File: src/rtl/vga_timing_pkg.sv
// Shared phase encoding and default 640x480@60 timing
// constants for the VGA raster timing core.
package vga_timing_pkg;

  typedef enum logic [1:0] {
    ST_ACTIVE = 2'd0,
    ST_FRONT  = 2'd1,
    ST_SYNC   = 2'd2,
    ST_BACK   = 2'd3
  } phase_t;

  localparam int H_ACTIVE_D = 640;
  localparam int H_FRONT_D  = 16;
  localparam int H_SYNC_D   = 96;
  localparam int H_BACK_D   = 48;

  localparam int V_ACTIVE_D = 480;
  localparam int V_FRONT_D  = 10;
  localparam int V_SYNC_D   = 2;
  localparam int V_BACK_D   = 33;

  localparam bit SYNC_POL_D = 1'b0;

endpackage

File: src/rtl/vga_timing_if.sv
// Raster bundle: pixel-advance enable in, sync/position/
// strobe outputs toward the pattern and bitmap stages.
interface vga_timing_if;

  logic       ce;
  logic       hsync;
  logic       vsync;
  logic       display_on;
  logic [9:0] hpos;
  logic [9:0] vpos;
  logic       line_end;
  logic       frame_start;
  logic [7:0] frame_cnt;

  modport master (
    input  ce,
    output hsync, vsync, display_on,
    output hpos, vpos,
    output line_end, frame_start,
    output frame_cnt
  );

  modport slave (
    output ce,
    input  hsync, vsync, display_on,
    input  hpos, vpos,
    input  line_end, frame_start,
    input  frame_cnt
  );

endinterface

File: src/rtl/vga_timing_core_axis.sv
// One raster axis: position counter plus ACTIVE/FRONT/
// SYNC/BACK phase FSM with registered sync/active.
import vga_timing_pkg::*;

module vga_axis_timer #(
  parameter int ACTIVE   = H_ACTIVE_D,
  parameter int FRONT    = H_FRONT_D,
  parameter int SYNC     = H_SYNC_D,
  parameter int BACK     = H_BACK_D,
  parameter bit SYNC_POL = SYNC_POL_D
) (
  input  logic       clk,
  input  logic       rst_n,
  input  logic       advance,
  output logic [9:0] pos,
  output logic       sync,
  output logic       active,
  output logic       wrap
);

  localparam int TOTAL = ACTIVE + FRONT + SYNC + BACK;

  localparam logic [9:0] E_ACT = 10'(ACTIVE - 1);
  localparam logic [9:0] E_FRT = 10'(ACTIVE + FRONT - 1);
  localparam logic [9:0] E_SYN = 10'(ACTIVE + FRONT + SYNC - 1);
  localparam logic [9:0] E_TOT = 10'(TOTAL - 1);

  phase_t     phase;
  phase_t     phase_nxt;
  logic [9:0] pos_nxt;

  // Out-of-range positions behave as the last BACK count.
  assign wrap = (pos >= E_TOT);

  always_comb begin
    pos_nxt   = pos;
    phase_nxt = phase;
    if (advance) begin
      if (wrap) begin
        pos_nxt   = '0;
        phase_nxt = ST_ACTIVE;
      end else begin
        pos_nxt = pos + 10'd1;
        unique case (phase)
          ST_ACTIVE:
            if (pos == E_ACT) phase_nxt = ST_FRONT;
          ST_FRONT:
            if (pos == E_FRT) phase_nxt = ST_SYNC;
          ST_SYNC:
            if (pos == E_SYN) phase_nxt = ST_BACK;
          ST_BACK:
            phase_nxt = ST_BACK;
        endcase
      end
    end
  end

  always_ff @(posedge clk or negedge rst_n) begin
    if (!rst_n) begin
      pos    <= E_TOT;
      phase  <= ST_BACK;
      sync   <= ~SYNC_POL;
      active <= 1'b0;
    end else if (advance) begin
      pos    <= pos_nxt;
      phase  <= phase_nxt;
      sync   <= (phase_nxt == ST_SYNC) ? SYNC_POL
                                       : ~SYNC_POL;
      active <= (phase_nxt == ST_ACTIVE);
    end
  end

endmodule

File: src/rtl/vga_timing_core.sv
// VGA raster timing source: chained H/V axis timers, strobes,
// and a frame counter built only with VGA_TIMING_FRAME_CNT_EN.
import vga_timing_pkg::*;

module vga_timing_core #(
  parameter int H_ACTIVE = H_ACTIVE_D,
  parameter int H_FRONT  = H_FRONT_D,
  parameter int H_SYNC   = H_SYNC_D,
  parameter int H_BACK   = H_BACK_D,
  parameter int V_ACTIVE = V_ACTIVE_D,
  parameter int V_FRONT  = V_FRONT_D,
  parameter int V_SYNC   = V_SYNC_D,
  parameter int V_BACK   = V_BACK_D,
  parameter bit SYNC_POL = SYNC_POL_D
) (
  input logic        clk,
  input logic        rst_n,
  vga_timing_if.master vga
);

  logic h_wrap;
  logic v_wrap;
  logic h_active;
  logic v_active;
  logic v_adv;
  logic frame_entry;

  vga_axis_timer #(
    .ACTIVE   (H_ACTIVE),
    .FRONT    (H_FRONT),
    .SYNC     (H_SYNC),
    .BACK     (H_BACK),
    .SYNC_POL (SYNC_POL)
  ) u_h (
    .clk     (clk),
    .rst_n   (rst_n),
    .advance (vga.ce),
    .pos     (vga.hpos),
    .sync    (vga.hsync),
    .active  (h_active),
    .wrap    (h_wrap)
  );

  assign v_adv = vga.ce & h_wrap;

  vga_axis_timer #(
    .ACTIVE   (V_ACTIVE),
    .FRONT    (V_FRONT),
    .SYNC     (V_SYNC),
    .BACK     (V_BACK),
    .SYNC_POL (SYNC_POL)
  ) u_v (
    .clk     (clk),
    .rst_n   (rst_n),
    .advance (v_adv),
    .pos     (vga.vpos),
    .sync    (vga.vsync),
    .active  (v_active),
    .wrap    (v_wrap)
  );

  assign frame_entry    = v_adv & v_wrap;
  assign vga.display_on = h_active & v_active;
  assign vga.line_end   = h_wrap;

  // Registered from the wrap decode so it lands with (0,0).
  always_ff @(posedge clk or negedge rst_n) begin
    if (!rst_n) begin
      vga.frame_start <= 1'b0;
    end else if (vga.ce) begin
      vga.frame_start <= frame_entry;
    end
  end

`ifdef VGA_TIMING_FRAME_CNT_EN
  logic [7:0] fcnt;

  always_ff @(posedge clk or negedge rst_n) begin
    if (!rst_n) begin
      fcnt <= 8'd0;
    end else if (frame_entry) begin
      fcnt <= fcnt + 8'd1;
    end
  end

  assign vga.frame_cnt = fcnt;
`else
  assign vga.frame_cnt = 8'd0;
`endif

endmodule

File: src/flat_wrapper.sv
// flat-port wrapper written by rule: the top's interface ports become plain ports
module vga_timing_core_flat 
#(
  parameter int H_ACTIVE = H_ACTIVE_D,
  parameter int H_FRONT  = H_FRONT_D,
  parameter int H_SYNC   = H_SYNC_D,
  parameter int H_BACK   = H_BACK_D,
  parameter int V_ACTIVE = V_ACTIVE_D,
  parameter int V_FRONT  = V_FRONT_D,
  parameter int V_SYNC   = V_SYNC_D,
  parameter int V_BACK   = V_BACK_D,
  parameter bit SYNC_POL = SYNC_POL_D
)
  (clk, rst_n, vga_ce, vga_hsync, vga_vsync, vga_display_on, vga_hpos, vga_vpos, vga_line_end, vga_frame_start, vga_frame_cnt);
  vga_timing_if vga_i ();
  input logic clk;
  input logic rst_n;
  input wire logic [$bits(vga_i.ce)-1:0] vga_ce;
  output wire logic [$bits(vga_i.hsync)-1:0] vga_hsync;
  output wire logic [$bits(vga_i.vsync)-1:0] vga_vsync;
  output wire logic [$bits(vga_i.display_on)-1:0] vga_display_on;
  output wire logic [$bits(vga_i.hpos)-1:0] vga_hpos;
  output wire logic [$bits(vga_i.vpos)-1:0] vga_vpos;
  output wire logic [$bits(vga_i.line_end)-1:0] vga_line_end;
  output wire logic [$bits(vga_i.frame_start)-1:0] vga_frame_start;
  output wire logic [$bits(vga_i.frame_cnt)-1:0] vga_frame_cnt;
  assign vga_i.ce = vga_ce;
  assign vga_hsync = vga_i.hsync;
  assign vga_vsync = vga_i.vsync;
  assign vga_display_on = vga_i.display_on;
  assign vga_hpos = vga_i.hpos;
  assign vga_vpos = vga_i.vpos;
  assign vga_line_end = vga_i.line_end;
  assign vga_frame_start = vga_i.frame_start;
  assign vga_frame_cnt = vga_i.frame_cnt;
  vga_timing_core #(.H_ACTIVE(H_ACTIVE), .H_FRONT(H_FRONT), .H_SYNC(H_SYNC), .H_BACK(H_BACK), .V_ACTIVE(V_ACTIVE), .V_FRONT(V_FRONT), .V_SYNC(V_SYNC), .V_BACK(V_BACK), .SYNC_POL(SYNC_POL)) u_core (.clk(clk), .rst_n(rst_n), .vga(vga_i));
endmodule
File: config.mk
export PLATFORM = sky130hd
export DESIGN_NAME = vga_timing_core_flat
export DESIGN_NICKNAME = d
export VERILOG_FILES = /design/src/rtl/vga_timing_pkg.sv /design/src/rtl/vga_timing_if.sv /design/src/rtl/vga_timing_core_axis.sv /design/src/rtl/vga_timing_core.sv /design/src/flat_wrapper.sv
export SDC_FILE = /design/constraint.sdc
export NUM_CORES = 1
export LEC_CHECK = 0
export BUFFER_PORTS_ARGS = -buffer_cell sky130_fd_sc_hd__buf_2
export CAP_MARGIN = 20
export CORE_MARGIN = 2
export CORE_UTILIZATION = 40
export DETAILED_ROUTE_END_ITERATION = 16
export GPL_TIMING_DRIVEN = 0
export SYNTH_ARGS = -nofsm -noshare
export SYNTH_HDL_FRONTEND = slang
export SYNTH_SLANG_ARGS = --single-unit
File: constraint.sdc
create_clock -name clk -period 2.2 [get_ports clk]
set_input_delay 0.33 -clock clk [delete_from_list [all_inputs] [get_ports clk]]
set_output_delay 0.33 -clock clk [all_outputs]
set_load 0.005 [all_outputs]
### Word level (Yosys, flattened, before mapping)

Cells that the tools add are included.

| operators by class | value |
|---|---|
| add/sub/neg operators | 2 |
| multipliers | 0 |
| divide/modulo/power cells | 0 |
| order comparisons | 2 |
| eq/ne operators | 14 |
| shifts and indexed selects | 0 |
| mux-type cells | 16 |
| bitwise gates (word level) | 3 |
| reductions and logical operators | 4 |

Operator list:

| kind | count |
|---|---|
| 10-bit equality test (second input constant) | 3 |
| 10-bit by 9-bit equality test with 1-bit output (second input constant) | 3 |
| 10-bit by 1-bit adder with 10-bit output (second input constant) | 2 |
| 10-bit greater-or-equal comparator (second input constant) | 2 |
| 10-bit two-way mux | 2 |
| 2-bit two-way mux | 10 |
| 2-bit case mux with 4 select lines | 2 |
| 2-bit equality test (second input constant) | 6 |
| 2-bit zero test | 4 |
| 2-bit by 1-bit equality test with 1-bit output (second input constant) | 2 |
| 1-bit AND | 3 |
| 1-bit two-way mux | 2 |

| word-level totals | value |
|---|---|
| bits in registers | 29 |
| latch bits | 0 |
| bits in writable memories | 0 |
| memory bits (read-only) | 0 |
| bits of input ports | 3 |
| output and inout bits | 33 |
| logic and storage cells | 50 |
| memories kept | 0 |

### Logic depth before layout (Yosys ltp)

Gate-level depths: netlist (run 1).

| logic depth | value |
|---|---|
| depth after elaboration | 7 |
| mapped depth | 6 |
| mapped depth without buffers | 6 |

### Hierarchy

From an unflattened synthesis (run 1), not the netlist that was laid out.

| second synthesis, totals | value |
|---|---|
| cell total of the unflattened synthesis | 185 |
| area total of the unflattened synthesis | 1786.7 um^2 |

Modules (own cells, without submodules):

| module | instances | cells an instance | area each (um^2) | sequential area each (um^2) |
|---|---|---|---|---|
| vga_axis_timer (u_core.u_v) | 1 | 87 | 844.6 | 357.8 |
| vga_axis_timer (u_core.u_h) | 1 | 84 | 825.8 | 362.8 |
| vga_timing_core | 1 | 14 | 116.4 | 25.0 |

### Least setup slack after synthesis (run 1)

OpenSTA, ideal clock, no wires.

| path | value |
|---|---|
| kind | reg-to-reg |
| from | register u_core.u_h.pos[0] |
| to | register u_core.u_h.phase[0] |
| arrival | 1.810 ns |
| data required time | 2.104 ns |
| path slack | 0.295 ns |
| cell stages (with the launch flop) | 6 |
| path buffers | 0 |
| cells stage by stage | dfstp_2 -> ha_1 -> nand4_1 -> o41ai_1 -> o21ai_0 -> o32ai_1 |

| between the ends | value |
|---|---|
| longest elaborated chain between the ends | 5 |

Ends and longest elaborated chain:

| element | line | RTL |
|---|---|---|
| start: declaration | vga_timing_core_axis.sv:15 | `output logic [9:0] pos,` |
| start signal: assignment | vga_timing_core_axis.sv:65 | `pos <= pos_nxt;` |
| 10-bit equality test (on tied branches) | vga_timing_core_axis.sv:50, vga_timing_core_axis.sv:46, vga_timing_core_axis.sv:48 |  |
| 2-bit two-way mux (on tied branches) | vga_timing_core_axis.sv:50, vga_timing_core_axis.sv:46, vga_timing_core_axis.sv:48 |  |
| 2-bit case mux with 4 select lines | vga_timing_core_axis.sv:44 | `unique case (phase)` |
| 2-bit two-way mux (*) | vga_timing_core_axis.sv:39 | `if (wrap) begin` |
| 2-bit two-way mux (*) | vga_timing_core_axis.sv:38 | `if (advance) begin` |
| end signal: assignment | vga_timing_core_axis.sv:66 | `phase <= phase_nxt;` |
| end: declaration | vga_timing_core_axis.sv:28 | `phase_t phase;` |

Every way passes the cells marked *; elsewhere a longest branch is shown, timed or not.
A chain may end at the register's enable or synchronous reset.

### Worst setup path in the final report (run 1)

| path | value |
|---|---|
| from | register u_core.u_h.pos[0] |
| to | register u_core.u_v.pos[5] |

| between the ends | value |
|---|---|
| longest elaborated chain between the ends | 2 |

Ends and longest elaborated chain:

| element | line | RTL |
|---|---|---|
| 10-bit greater-or-equal comparator | vga_timing_core_axis.sv:33 | `assign wrap = (pos >= E_TOT);` |
| 1-bit AND | vga_timing_core.sv:44 | `assign v_adv = vga.ce & h_wrap;` |
| end signal: assignment | vga_timing_core_axis.sv:65 |  |
| end: declaration | vga_timing_core_axis.sv:15 |  |

No other way between the ends.

==> metrics.yaml, run 1 <==
outcome:
  outcome: "finished clean"
logic_synthesis:
  synthArstFlopShare: 1.00
  synth_fa_ha_area_frac: 0.0288
  synth_edf_count: 0
  yosysWarnings: 0
  synth_compound_area_frac: 0.226
  yosys_register_bits: 29
  ys.flop_type: "dfstp_2"
  yosys.area_share.simple: 0.222
  synth_top_family_by_area: "compound AO/OA/AOI/OAI gates"
  synthXorXnorAreaFrac: 0.0101
  synth_area_um2: 1740
  synth_mux_area_frac: 0.0180
  yosysUniqueCellTypes: 50
  synth.avg_cell_area_um2: 9.54
  netlist_instances: 182
  seq_area_frac_synth: 0.429
drt:
  vias: 1524
  finalWirelength_um: 3960
  drtPass1Iterations: 4
  wl_per_cell_um: 14.4
  post-route-drc-count: 0
  viasPerCell: 5.54
  drt_iter0_drc: 70
  ant_nets: 0
clock_tree:
  clkTransAtPathRegs_ns: 0.07
  numCtsBuffers: 5
  cts_tree: "done"
  h-tree-depth: 2
  clock-sinks: 29
  clock_latency_ns: 0.28
  cts-root-buf: "clkbuf_8"
  cts_buffer_depth: 2
  cts_hold_buf: 0
global_route:
  grt_usage: 0.170
  antenna_found_initial: 0
  grt_pass1_vias: 1474
  grt_pass1_wl_um: 6730
  grt_max_degree: 30
  globalRouteOverflowTotal: 0
sta:
  worstMarginPinSlew_ns: 0.633
  hold_viol_final: 0
  fin_hold_ws_ns: 0.0668
  fin_skew_ns: 0.00468
  fin_crit_ns: 2.08
  setup_viol: 0
  fin_crit_sh: 0.944
  slew_violations: 0
  fmax_mhz: 481
  rsz0062_at_grt: "false"
  fin_ws_ns: 0.123
  max_slew_margin: 0.578
power:
  power_mw: 1.58
  peakVddDrop_mv: 0.666
  powerDensity_nw_per_um2: 756
  p_leak_nw: 0.905
finish:
  diodes: 0
  drive_above_1_share: 0.320
  final_net_count: 231
  area_delta_synth_final_pct: 20.2
  final_common_cell: "buf_2"
  mostFrequentLayoutCells: "buf_2 (28), dfstp_2 (16), dfrtp_1 (13)"
  finalNonFillerCells: 275
  fin_area_um2: 2090
floorplanning:
  rows: 23
  die_area_um2: 4880
  boundaryPins: 36
  die_h_um: 69.9
  die_width_um: 69.9
  start_util: 0.425
  core_area_um2: 4090
min_path:
  holdCritPathClass: "input port to asynchronous set/reset pin"
setup_path:
  reg2reg_depth: 7
  startpoint_type: "flop"
  critical_path_class: "flop to flop"
  arrival_ns: 2.25
  cp_max_fo: 10
  cp.required_ns: 2.37
  endpoint_kind: "flop"
placed_design:
  pre_cts_slack_ns: -0.00101
  dp_hpwl_um: 2850
  gp_congestion: 0.833
  dp_cells: 266
  placed_cell_area_um2: 1960
  port_buffers: 27
flow_run:
  drv_cap: 0
-- metrics by stage --
step           utilization   TNS, ns
3_5_place_dp         0.480  -0.00101
5_1_grt              0.511         0
4_1_cts              0.506   -0.0637
2_1_floorplan            -         0
6_report             0.511         0
3_3_place_gp         0.480         0
-- what timing repair did --
item                                    CTS  global route
buffers inserted                          0             1
pin swaps                                 0             1
gates resized for setup                   1             3
endpoints found under the setup margin    2            11
-- worst max-delay path, cell delays in order (launching register included) --
cell and delay [ns]:
dfstp_2 0.57, ha_1 0.25, nand4_1 0.10, buf_4 0.17, a211oi_1 0.23, buf_2 0.26, o21ai_0 0.11, a22o_2 0.27
-- registers in the layout (all words and copies together) (netlist names) --
name,flops
u_core.u_h.pos,10
u_core.u_v.active,1
u_core.u_v.pos,10
u_core.u_v.sync,1
u_core.u_h.sync,1
u_core.vga.frame_start,1
u_core.u_v.phase,2
u_core.u_h.phase,2
u_core.u_h.active,1
-- path summary, 6_finish.rpt --
| path | slack, ns | endpoint | start |
|---|---|---|---|
| max | 0.12 | u_core.u_v.pos[5] | u_core.u_h.pos[0] |
| min | 0.07 | u_core.u_v.pos[4] | rst_n |
| max reg2reg | 0.12 | u_core.u_v.pos[5] | u_core.u_h.pos[0] |
| min reg2reg | 0.50 | u_core.u_v.sync | u_core.u_v.sync |
| max in group asynchronous | 1.72 | u_core.u_h.pos[7] | rst_n |
| min in group clk | 0.43 | u_core.u_h.pos[2] | vga_ce |
-- synthesized netlist by cell type (5+ instances only) --
cell / number / share of area
nor3_1: 7 / 0.020
nand2b_1: 6 / 0.022
dfrtp_1: 13 / 0.19
nand3_1: 7 / 0.020
nand2_1: 10 / 0.022
buf_4: 8 / 0.035
o21ai_0: 11 / 0.032
inv_1: 9 / 0.019
dfstp_2: 16 / 0.24
nor2_1: 11 / 0.024
and3_1: 5 / 0.018
o2bb2ai_1: 6 / 0.030
a21oi_1: 12 / 0.035
-- kinds of logic after synthesis --
logic type | Yosys count
and+or+nand+nor | 67
muxes | 3
xor gates and xnor gates | 2
adders and majority gates | 4
buffers and inverters | 21
AOI/OAI and AO/OA | 55
DFF | 29
other | 1
-- metal layers --
| layer | vias to the layer above | part of all wire | global-route usage |
|---|---|---|---|
| li1 | 740 | - | - |
| met3 | 5 | 0.043 | 0.0418 |
| met1 | 744 | 0.44 | 0.199 |
| met4 | 0 | 0.012 | 0.0641 |
| met5 | - | 0 | 0 |
| met2 | 35 | 0.50 | 0.298 |
-- report_power, final --
| part | leakage [nW] | total, mW | switching (mW) | internal, mW |
|---|---|---|---|---|
| registers | 0.332 | 0.751 | 0.106 | 0.645 |
| logic | 0.519 | 0.341 | 0.174 | 0.168 |
| clock network | 0.0542 | 0.487 | 0.205 | 0.282 |
| total | 0.905 | 1.58 | 0.484 | 1.10 |
-- cell type report --
cell class              instances  area (um^2)
repair buffers                 28          143
plain buffers                  12         76.3
fillers                       407         2000
multi-input cells             139          926
clock inverters                 1         5.00
well taps                      50         62.6
flip-flops and latches         29          746
clock buffers                   7         96.3
inverters                       9         33.8
Note: power is estimated with default switching activity, not from simulation.
==> inputs of run 2 (changes only) <==
--- a/config.mk
+++ b/config.mk
@@ -11,6 +11,8 @@
 export CORE_UTILIZATION = 40
 export DETAILED_ROUTE_END_ITERATION = 16
 export GPL_TIMING_DRIVEN = 0
+export HOLD_SLACK_MARGIN = 0.06
+export PLACE_DENSITY = 0.65
 export SYNTH_ARGS = -nofsm -noshare
 export SYNTH_HDL_FRONTEND = slang
 export SYNTH_SLANG_ARGS = --single-unit
==> run 2 against run 1 <==
Effect of this change:
- die area unchanged
- sequential power about the same
- register-to-register slack worse by 0.03 ns
- largest cell class unchanged
- routed wire length up 1.9%
- largest power group unchanged
- critical path type is now flop to output port
- clock power up 2%
- power up 1.2%
- sequential share of layout area down 0.26 points
- fmax down 1.9%
- final cell count unchanged
==> metrics.yaml, run 2 (synthesis gave the netlist of run 1 again) <==
outcome:
  outcome: "finished clean"
global_route:
  antenna_found_initial: 0
  grt_pass1_vias: 1385
  grt_pass1_wl_um: 6780
  grt_usage: 0.173
  globalRouteOverflowTotal: 0
  grt_max_degree: 30
finish:
  final_common_cell: "buf_2"
  finalNonFillerCells: 275
  fin_area_um2: 2100
  regArea_um2: 746
  reg_top3: "u_core.u_h.pos: 10 flops, u_core.u_v.pos: 10 flops"
  mostFrequentLayoutCells: "buf_2 (27), dfstp_2 (16), dfrtp_1 (13)"
  area_delta_synth_final_pct: 21.1
  final_util: 0.515
  diodes: 0
  drive_above_1_share: 0.324
  multiInputGateArea_um2: 937
  final_net_count: 231
  final.fill_count: 402
sta:
  fin_crit_ns: 2.12
  hold_viol_final: 0
  fin_ws_ns: 0.0817
  max_slew_margin: 0.563
  fin_hold_ws_ns: 0.0723
  worstMarginPinSlew_ns: 0.656
  setup_viol: 0
  fin_skew_ns: 0.00623
  rsz0062_at_grt: "false"
  fmax_mhz: 472
  fin_crit_sh: 0.963
  slew_violations: 0
flow_run:
  drv_cap: 0
setup_path:
  startpoint_type: "flop"
  cp_max_fo: 8
  arrival_ns: 1.79
  critical_path_class: "flop to output port"
  endpoint_kind: "output port"
  ff2ff_setup_slack_ns: 0.09
  cp.required_ns: 1.87
power:
  p_int_mw: 1.09
  p_sw_frac: 0.315
  p_switching_mw: 0.504
  powerDensity_nw_per_um2: 760
  p_leak_nw: 0.951
  pwr-share-comb: 0.216
  peakVddDrop_mv: 0.441
  seqPwrFrac: 0.471
  clockPowerShare: 0.312
placed_design:
  port_buffers: 27
  dp_cells: 266
  dp_hpwl_um: 2740
  gp_congestion: 0.800
  placed_cell_area_um2: 1960
  pre_cts_slack_ns: -0.00699
clock_tree:
  h-tree-depth: 2
  clkTransAtPathRegs_ns: 0.07
  clock_latency_ns: 0.29
  cts-root-buf: "clkbuf_8"
  cts_tree: "done"
  cts_hold_buf: 0
  cts_buffer_depth: 2
  numCtsBuffers: 5
  clock-sinks: 29
drt:
  vias: 1509
  wl_per_cell_um: 14.7
  finalWirelength_um: 4040
  route.met2.wl_um: 1820
  ant_nets: 0
  wl_met1_um: 2000
  drt_iter0_drc: 117
  met3_length_um: 158
  drtPass1Iterations: 4
  top_layer_used: "met4"
  viasPerCell: 5.49
  post-route-drc-count: 0
floorplanning:
  boundaryPins: 36
  die_h_um: 69.9
  start_util: 0.425
  die_width_um: 69.9
  die_area_um2: 4880
  rows: 23
  core_area_um2: 4090
min_path:
  holdCritPathClass: "input port to asynchronous set/reset pin"
==> run 2: cell count changes in the layout (fill, tap and decap cells not counted) <==
cell	before	now
buf_1	1	0
buf_2	28	27
buf_4	9	10
clkbuf_2	0	1
o41ai_2	1	0
o41ai_4	0	1
==> run 2: final timing paths <==
kind | cells after the start | to | from
hold reg to reg | 2 | u_core.u_v.sync | u_core.u_v.sync
setup reg to reg | 7 | u_core.u_v.pos[5] | u_core.u_h.pos[0]
max in group asynchronous | 1 | u_core.u_v.active | rst_n
hold / removal | 1 | u_core.u_h.pos[5] | rst_n
min in group clk | 3 | u_core.u_h.pos[2] | vga_ce
setup / recovery | 5 | vga_line_end | u_core.u_h.pos[0]
==> run 2: power by group through the flow <==
stage                     combinational [mW]  clock, mW  sequential (mW)
final                                  0.346      0.499            0.754
after CTS                              0.336      0.502            0.751
after detailed placement               0.333          0            0.757
after floorplan                        0.207          0            0.742
after global routing                   0.385      0.541            0.768
after global placement                 0.325          0            0.758
==> run 2: routing by layer <==
layer | vias up | track usage
li1 | 746 | -
met3 | 7 | 0.0476
met4 | 0 | 0.0620
met1 | 730 | 0.239
met2 | 26 | 0.258
met5 | - | 0
==> run 2: worst max-delay path: stages, from the launching register on <==
cell and delay, ns:
dfstp_2 0.57, ha_1 0.25, nand4_1 0.11, buf_4 0.18, a21oi_4 0.23, buf_2 0.16
==> run 2: area by class of cell <==
type	instances	area share
multi-input combinational	139	0.446
sequential	29	0.355
timing repair buffer	28	0.0678
clock buffer	7	0.0458
buffer	12	0.0381
tap	50	0.0297
inverter	9	0.0161
clock inverter	1	0.00238
==> run 2: repair_timing <==
item	4_1_cts	5_1_grt
pin swaps	0	1
setup buffers	0	1
gates resized for setup	1	7
endpoints found under the setup margin	2	11
==> run 2: stage by stage <==
step                      power, mW  setup TNS, ns
after CTS                      1.59         -0.146
after detailed placement       1.09       -0.00699
after floorplan               0.949              0
after global routing           1.69              0
after global placement         1.08        -0.0480
final                          1.60              0
